===== src/rtl/internal_register_file_pkg.sv =====
// Shared types for the parametrised register file.
// Holds the clear-sequencer state enum and a DEPTH helper.
package internal_register_pkg;

  typedef enum logic {
    IDLE,
    CLEAR
  } clr_state_e;

  function automatic int depth_of(input int aw);
    return 1 << aw;
  endfunction

endpackage


===== src/rtl/internal_register_file_if.sv =====
// Decoder/ALU-side bus of the register file.
// master drives enable/write/read/clear; slave returns ra/rb/out_valid/busy.
interface internal_register_file_if #(
  parameter int DATA_W = 16,
  parameter int ADDR_W = 3
);
  logic              enable;
  logic              wr_en;
  logic [ADDR_W-1:0] rd_adrs;
  logic [DATA_W-1:0] data_in;
  logic              rd_en;
  logic [ADDR_W-1:0] ra_adrs;
  logic [ADDR_W-1:0] rb_adrs;
  logic              clear_start;
  logic [DATA_W-1:0] ra_out;
  logic [DATA_W-1:0] rb_out;
  logic              out_valid;
  logic              busy;

  modport master (
    output enable, wr_en, rd_adrs, data_in,
    output rd_en, ra_adrs, rb_adrs, clear_start,
    input  ra_out, rb_out, out_valid, busy
  );

  modport slave (
    input  enable, wr_en, rd_adrs, data_in,
    input  rd_en, ra_adrs, rb_adrs, clear_start,
    output ra_out, rb_out, out_valid, busy
  );
endinterface


===== src/rtl/internal_register_file_clear_ctrl.sv =====
// Bulk-clear sequencer: IDLE/CLEAR FSM, address counter, busy flop.
// Ports: clock, reset_n, enable, clear_start in; busy, clr_we, clr_adrs out.
module reg_clear_ctrl
  import internal_register_pkg::*;
#(
  parameter int ADDR_W = 3
) (
  input  logic              clock,
  input  logic              reset_n,
  input  logic              enable,
  input  logic              clear_start,
  output logic              busy,
  output logic              clr_we,
  output logic [ADDR_W-1:0] clr_adrs
);

  localparam int DEPTH = depth_of(ADDR_W);
  localparam logic [ADDR_W-1:0] LAST = ADDR_W'(DEPTH - 1);

  clr_state_e        state_q, state_d;
  logic [ADDR_W-1:0] cnt_q, cnt_d;
  logic              busy_q, busy_d;

  always_comb begin
    state_d = state_q;
    cnt_d   = cnt_q;
    if (enable) begin
      unique case (state_q)
        IDLE: begin
          if (clear_start) begin
            state_d = CLEAR;
            cnt_d   = '0;
          end
        end
        CLEAR: begin
          cnt_d = cnt_q + ADDR_W'(1);
          if (cnt_q == LAST) state_d = IDLE;
        end
        default: state_d = IDLE;
      endcase
    end
    busy_d = (state_d == CLEAR);
  end

  always_ff @(posedge clock or negedge reset_n) begin
    if (!reset_n) begin
      state_q <= IDLE;
      cnt_q   <= '0;
      busy_q  <= 1'b0;
    end else begin
      state_q <= state_d;
      cnt_q   <= cnt_d;
      busy_q  <= busy_d;
    end
  end

  assign busy     = busy_q;
  assign clr_we   = enable && (state_q == CLEAR);
  assign clr_adrs = cnt_q;

endmodule


===== src/rtl/internal_register_file.sv =====
// Register file: one write port, two registered read ports, bulk clear.
// Ports: clock, reset_n, bus (slave: write/read/clear in, ra/rb/valid/busy out).
module internal_register_file
  import internal_register_pkg::*;
#(
  parameter int DATA_W   = 16,
  parameter int ADDR_W   = 3,
  parameter int BYPASS   = 1,
  parameter int ZERO_REG = 0
) (
  input  logic                      clock,
  input  logic                      reset_n,
  internal_register_file_if.slave   bus
);

  localparam int DEPTH = depth_of(ADDR_W);

  logic [DATA_W-1:0] regs_q [DEPTH];
  logic [DATA_W-1:0] regs_d [DEPTH];
  logic [DATA_W-1:0] ra_q, ra_d;
  logic [DATA_W-1:0] rb_q, rb_d;
  logic              valid_q, valid_d;
  logic              busy;
  logic              clr_we;
  logic [ADDR_W-1:0] clr_adrs;
  logic              acc;

  reg_clear_ctrl #(.ADDR_W(ADDR_W)) u_clr (
    .clock       (clock),
    .reset_n     (reset_n),
    .enable      (bus.enable),
    .clear_start (bus.clear_start),
    .busy        (busy),
    .clr_we      (clr_we),
    .clr_adrs    (clr_adrs)
  );

  // Read value seen in the current cycle, including write bypass.
  function automatic logic [DATA_W-1:0] value_of(
    input logic [ADDR_W-1:0] x,
    input logic [DATA_W-1:0] stored
  );
    if (ZERO_REG != 0 && x == '0) return '0;
    if (BYPASS != 0 && bus.wr_en && x == bus.rd_adrs)
      return bus.data_in;
    return stored;
  endfunction

  assign acc = bus.enable && !busy;

  always_comb begin
    regs_d  = regs_q;
    ra_d    = ra_q;
    rb_d    = rb_q;
    valid_d = 1'b0;
    if (clr_we) begin
      regs_d[clr_adrs] = '0;
    end else if (acc && bus.wr_en &&
                 !(ZERO_REG != 0 && bus.rd_adrs == '0)) begin
      regs_d[bus.rd_adrs] = bus.data_in;
    end
    if (acc && bus.rd_en) begin
      ra_d    = value_of(bus.ra_adrs, regs_q[bus.ra_adrs]);
      rb_d    = value_of(bus.rb_adrs, regs_q[bus.rb_adrs]);
      valid_d = 1'b1;
    end
  end

  always_ff @(posedge clock or negedge reset_n) begin
    if (!reset_n) begin
      for (int i = 0; i < DEPTH; i++) regs_q[i] <= '0;
      ra_q    <= '0;
      rb_q    <= '0;
      valid_q <= 1'b0;
    end else begin
      regs_q  <= regs_d;
      ra_q    <= ra_d;
      rb_q    <= rb_d;
      valid_q <= valid_d;
    end
  end

  assign bus.ra_out    = ra_q;
  assign bus.rb_out    = rb_q;
  assign bus.out_valid = valid_q;
  assign bus.busy      = busy;

endmodule


===== src/flat_wrapper.sv =====
// flat-port wrapper written by rule: the top's interface ports become plain ports
module internal_register_file_flat import internal_register_pkg::*;
#(
  parameter int DATA_W   = 16,
  parameter int ADDR_W   = 3,
  parameter int BYPASS   = 1,
  parameter int ZERO_REG = 0
)
  (clock, reset_n, bus_enable, bus_wr_en, bus_rd_adrs, bus_data_in, bus_rd_en, bus_ra_adrs, bus_rb_adrs, bus_clear_start, bus_ra_out, bus_rb_out, bus_out_valid, bus_busy);
  internal_register_file_if #(.DATA_W(DATA_W), .ADDR_W(ADDR_W)) bus_i ();
  input  logic clock;
  input  logic reset_n;
  input wire logic [$bits(bus_i.enable)-1:0] bus_enable;
  input wire logic [$bits(bus_i.wr_en)-1:0] bus_wr_en;
  input wire logic [$bits(bus_i.rd_adrs)-1:0] bus_rd_adrs;
  input wire logic [$bits(bus_i.data_in)-1:0] bus_data_in;
  input wire logic [$bits(bus_i.rd_en)-1:0] bus_rd_en;
  input wire logic [$bits(bus_i.ra_adrs)-1:0] bus_ra_adrs;
  input wire logic [$bits(bus_i.rb_adrs)-1:0] bus_rb_adrs;
  input wire logic [$bits(bus_i.clear_start)-1:0] bus_clear_start;
  output wire logic [$bits(bus_i.ra_out)-1:0] bus_ra_out;
  output wire logic [$bits(bus_i.rb_out)-1:0] bus_rb_out;
  output wire logic [$bits(bus_i.out_valid)-1:0] bus_out_valid;
  output wire logic [$bits(bus_i.busy)-1:0] bus_busy;
  assign bus_i.enable = bus_enable;
  assign bus_i.wr_en = bus_wr_en;
  assign bus_i.rd_adrs = bus_rd_adrs;
  assign bus_i.data_in = bus_data_in;
  assign bus_i.rd_en = bus_rd_en;
  assign bus_i.ra_adrs = bus_ra_adrs;
  assign bus_i.rb_adrs = bus_rb_adrs;
  assign bus_i.clear_start = bus_clear_start;
  assign bus_ra_out = bus_i.ra_out;
  assign bus_rb_out = bus_i.rb_out;
  assign bus_out_valid = bus_i.out_valid;
  assign bus_busy = bus_i.busy;
  internal_register_file #(.DATA_W(DATA_W), .ADDR_W(ADDR_W), .BYPASS(BYPASS), .ZERO_REG(ZERO_REG)) u_core (.clock(clock), .reset_n(reset_n), .bus(bus_i));
endmodule

===== config.mk =====
export PLATFORM = sky130hd
export DESIGN_NAME = internal_register_file_flat
export DESIGN_NICKNAME = d
export VERILOG_FILES = /design/src/rtl/internal_register_file_pkg.sv /design/src/rtl/internal_register_file_if.sv /design/src/rtl/internal_register_file_clear_ctrl.sv /design/src/rtl/internal_register_file.sv /design/src/flat_wrapper.sv
export SDC_FILE = /design/constraint.sdc
export NUM_CORES = 1
export LEC_CHECK = 0
export ABC_AREA = 1
export CORE_ASPECT_RATIO = 0.9
export CORE_MARGIN = 5
export CORE_UTILIZATION = 50
export CTS_BUF_LIST = sky130_fd_sc_hd__clkbuf_8
export DETAILED_ROUTE_END_ITERATION = 6
export MAX_ROUTING_LAYER = met4
export PLACE_DENSITY_LB_ADDON = 0.3
export SETUP_SLACK_MARGIN = 0.4
export SLEW_MARGIN = 25
export SYNTH_ARGS = -nofsm -noshare
export SYNTH_HDL_FRONTEND = slang
export SYNTH_SLANG_ARGS = --single-unit

===== constraint.sdc =====
create_clock -name clock -period 1.25 [get_ports clock]
set_input_delay 0.25 -clock clock [delete_from_list [all_inputs] [get_ports clock]]
set_output_delay 0.25 -clock clock [all_outputs]
set_load 0.03 [all_outputs]

==> flow_metrics.tcl <==
set metrics [dict create \
    outcome "finished, violations left" \
    violations "DRC, setup timing" \
    dp_hpwl_mm 22.81 \
    rsz0062_at_grt "true" \
    dpl-instance-area_sq_um 11630 \
    critical_path_class "reg -> reg" \
    ant_nets 0 \
    grt_pass1_wl_mm 51.69 \
    hp-class "in -> async" \
    synth_area_leader_cell "dfrtp_1" \
    relSlewSlack 0.7230 \
    period_share 1.157 \
    drive_gt1_frac 0.2657 \
    grt_max_degree 49 \
    totalWireLength_mm 35.77 \
    critPathLaunchType "flop" \
    stdcell_area_sq_um 13040 \
    synth_flop_cell "dfrtp_1" \
    viasPerCell 5.903 \
    ys.warnings.count 0 \
    worstSkewPairLatency_ns 0.46 \
    coreArea_sq_um 18520 \
    finalSetupViolations 180 \
    die_area_sq_um 21820 \
    hold_slack_ns 0.1863 \
    tightest_slew_ns 0.4155 \
    drt_pre_antenna_iters 7 \
    fmax_mhz 691.5 \
    yosysMostFrequentCell "nand2_1" \
    synth_cell_type_count 28 \
    clockBufferDepth 2 \
    synth_xor_area_frac 0 \
    cts_num_sinks 165 \
    synth_top_cell_area_share 0.4354 \
    cp_max_fo 6 \
    slew_violations 0 \
    die_w_um 155.2 \
    synthArstFlopShare 1.000 \
    antenna_found_initial 0 \
    synth_edf_count 0 \
    grt_pass1_vias 9568 \
    clock-root-buffer "clkbuf_8" \
    worst_slack_ns -0.1961 \
    required_ns 1.63 \
    syn_area_per_cell_sq_um 6.957 \
    start_util 0.5119 \
    die_h_um 140.7 \
    drv_cap 0 \
    fin_crit_ns 1.446 \
    num_vias 10580 \
    routabilityCongestion 0.9603 \
    muxShareOfSynthArea 0 \
    post_drt_wl_per_cell_um 19.96 \
    ff2ff_setup_slack_ns -0.20 \
    skew_ns 0.009630 \
    synth_commonest_cells "444 x nand2_1, 272 x nand3_1, 165 x dfrtp_1" \
    path_clk_slew_ns 0.09 \
    tns_ns -21.02 \
    core.rowCount 47 \
    yosysSeqAreaShare 0.4354 \
    overflow 0 \
    cts_buffers 17 \
    drc 23 \
    grt_usage 0.3109 \
    cp_data_arrival_time_ns 1.83 \
    synth.cell_area_sq_um 9483 \
    h-tree-depth 4 \
    peakVddDrop_mv 0.7022 \
    post-place-ws_ns -0.6828 \
    pin_count 65 \
    drt-initial-drc-count 1536 \
    end_kind "flop" \
    synth-simple-area-share 0.3531 \
    synth_adder_area_share 0.002639 \
    area_growth_pct 37.54 \
    power_density_nw_per_um2 1765 \
    cts_tree "done" \
    synth_compound_area_frac 0.1040 \
    synthTopCellsByArea "dfrtp_1 44%, nand2_1 18%, nand3_1 14%" \
    port_buffers 64 \
    ys_seq_elements 165 \
    nets 1569 \
    p_leak_nw 6.375 \
    syn_inst 1363 \
    synth_nets 1396 \
    fill_cells 1415 \
    finalHoldViolCount 0 \
    synth_top_family_by_area "simple AND/OR/NAND/NOR gates" \
    n_antenna_cell 0 \
]
==> metrics by stage <==
| step | instances | power (mW) | utilization |
|---|---|---|---|
| finish | 1792 | 23.01 | 0.7041 |
| global route | 1792 | 24.23 | 0.7041 |
| CTS | 1767 | 21.51 | 0.6619 |
| detailed placement | 1727 | 17.30 | 0.6278 |
| global placement | 1727 | 17.01 | 0.6278 |
| floorplan | 1363 | 13.86 | - |
==> cell families (layout without fill, tap and decap cells) <==
logic type                 Yosys count  after routing
AOI/OAI and AO/OA                  184            184
adders and majority gates            2              2
buffers and inverters              242            424
DFF                                165            165
and+or+nand+nor                    770            772
==> power by group <==
group          switching, mW  internal (mW)
logic                   5.86           4.66
registers               1.54           7.18
clock network           2.00           1.77
==> worst paths after layout <==
check,from,to,cells after the start
worst max-delay path,u_core.u_clr.busy,u_core.regs_q[9],7
worst min-delay path,reset_n,u_core.u_clr.clr_adrs[2],2
worst max register to register,u_core.u_clr.busy,u_core.regs_q[9],7
worst min register to register,u_core.regs_q[76],u_core.regs_q[76],2
max in group asynchronous,reset_n,u_core.regs_q[69],3
min in group clock,bus_data_in[1],u_core.regs_q[113],3
==> cell type report <==
cell class,count,area [sq um],share of cell area
tap,245,306.5,0.02350
timing repair buffer,232,2661,0.2040
clock inverter,12,116.4,0.008922
clock buffer,18,247.7,0.01899
inverter,162,643.1,0.04931
multi-input combinational,958,4935,0.3784
sequential,165,4133,0.3169
==> worst max-delay path: stages (launching register included) <==
cell and delay, ns:
dfrtp_2 0.42, buf_12 0.13, nand2_8 0.06, buf_4 0.18, o21ai_4 0.24, clkbuf_16 0.21, nand2_2 0.06, o21ai_2 0.07
==> sequential cells by signal (all words and copies together), names as in the netlist <==
register	cells
u_core.regs_q	128
u_core.bus.ra_out	16
u_core.bus.rb_out	16
u_core.u_clr.clr_adrs	3
u_core.bus.out_valid	1
u_core.u_clr.busy	1
==> layer usage <==
metal,vias to the layer above,global-route usage,wire length (um)
met5,-,-,0
met4,0,0.1255,1787
met3,167,0.05670,4281
met2,775,0.4676,16200
met1,4919,0.4184,13500
li1,4718,-,-
==> repair_timing <==
action,CTS,global route
gates cloned,2,8
resized for setup,57,133
pin swaps,5,5
setup endpoints to repair,199,199
hold buffers,1,0
buffers inserted,7,17
endpoints found under the hold margin,165,0
==> cells in the final DEF (no fill, tap or decap), types with 19 or more instances in the layout <==
master	count
nand2_1	411
nand3_1	228
dfrtp_1	162
inv_1	133
o21ai_1	119
buf_4	98
buf_6	53
nand3_2	44
buf_12	44
nand2_2	35
inv_2	22
o21ai_0	21
nor2_1	19
No activity file was read; power rests on OpenSTA's default activity.
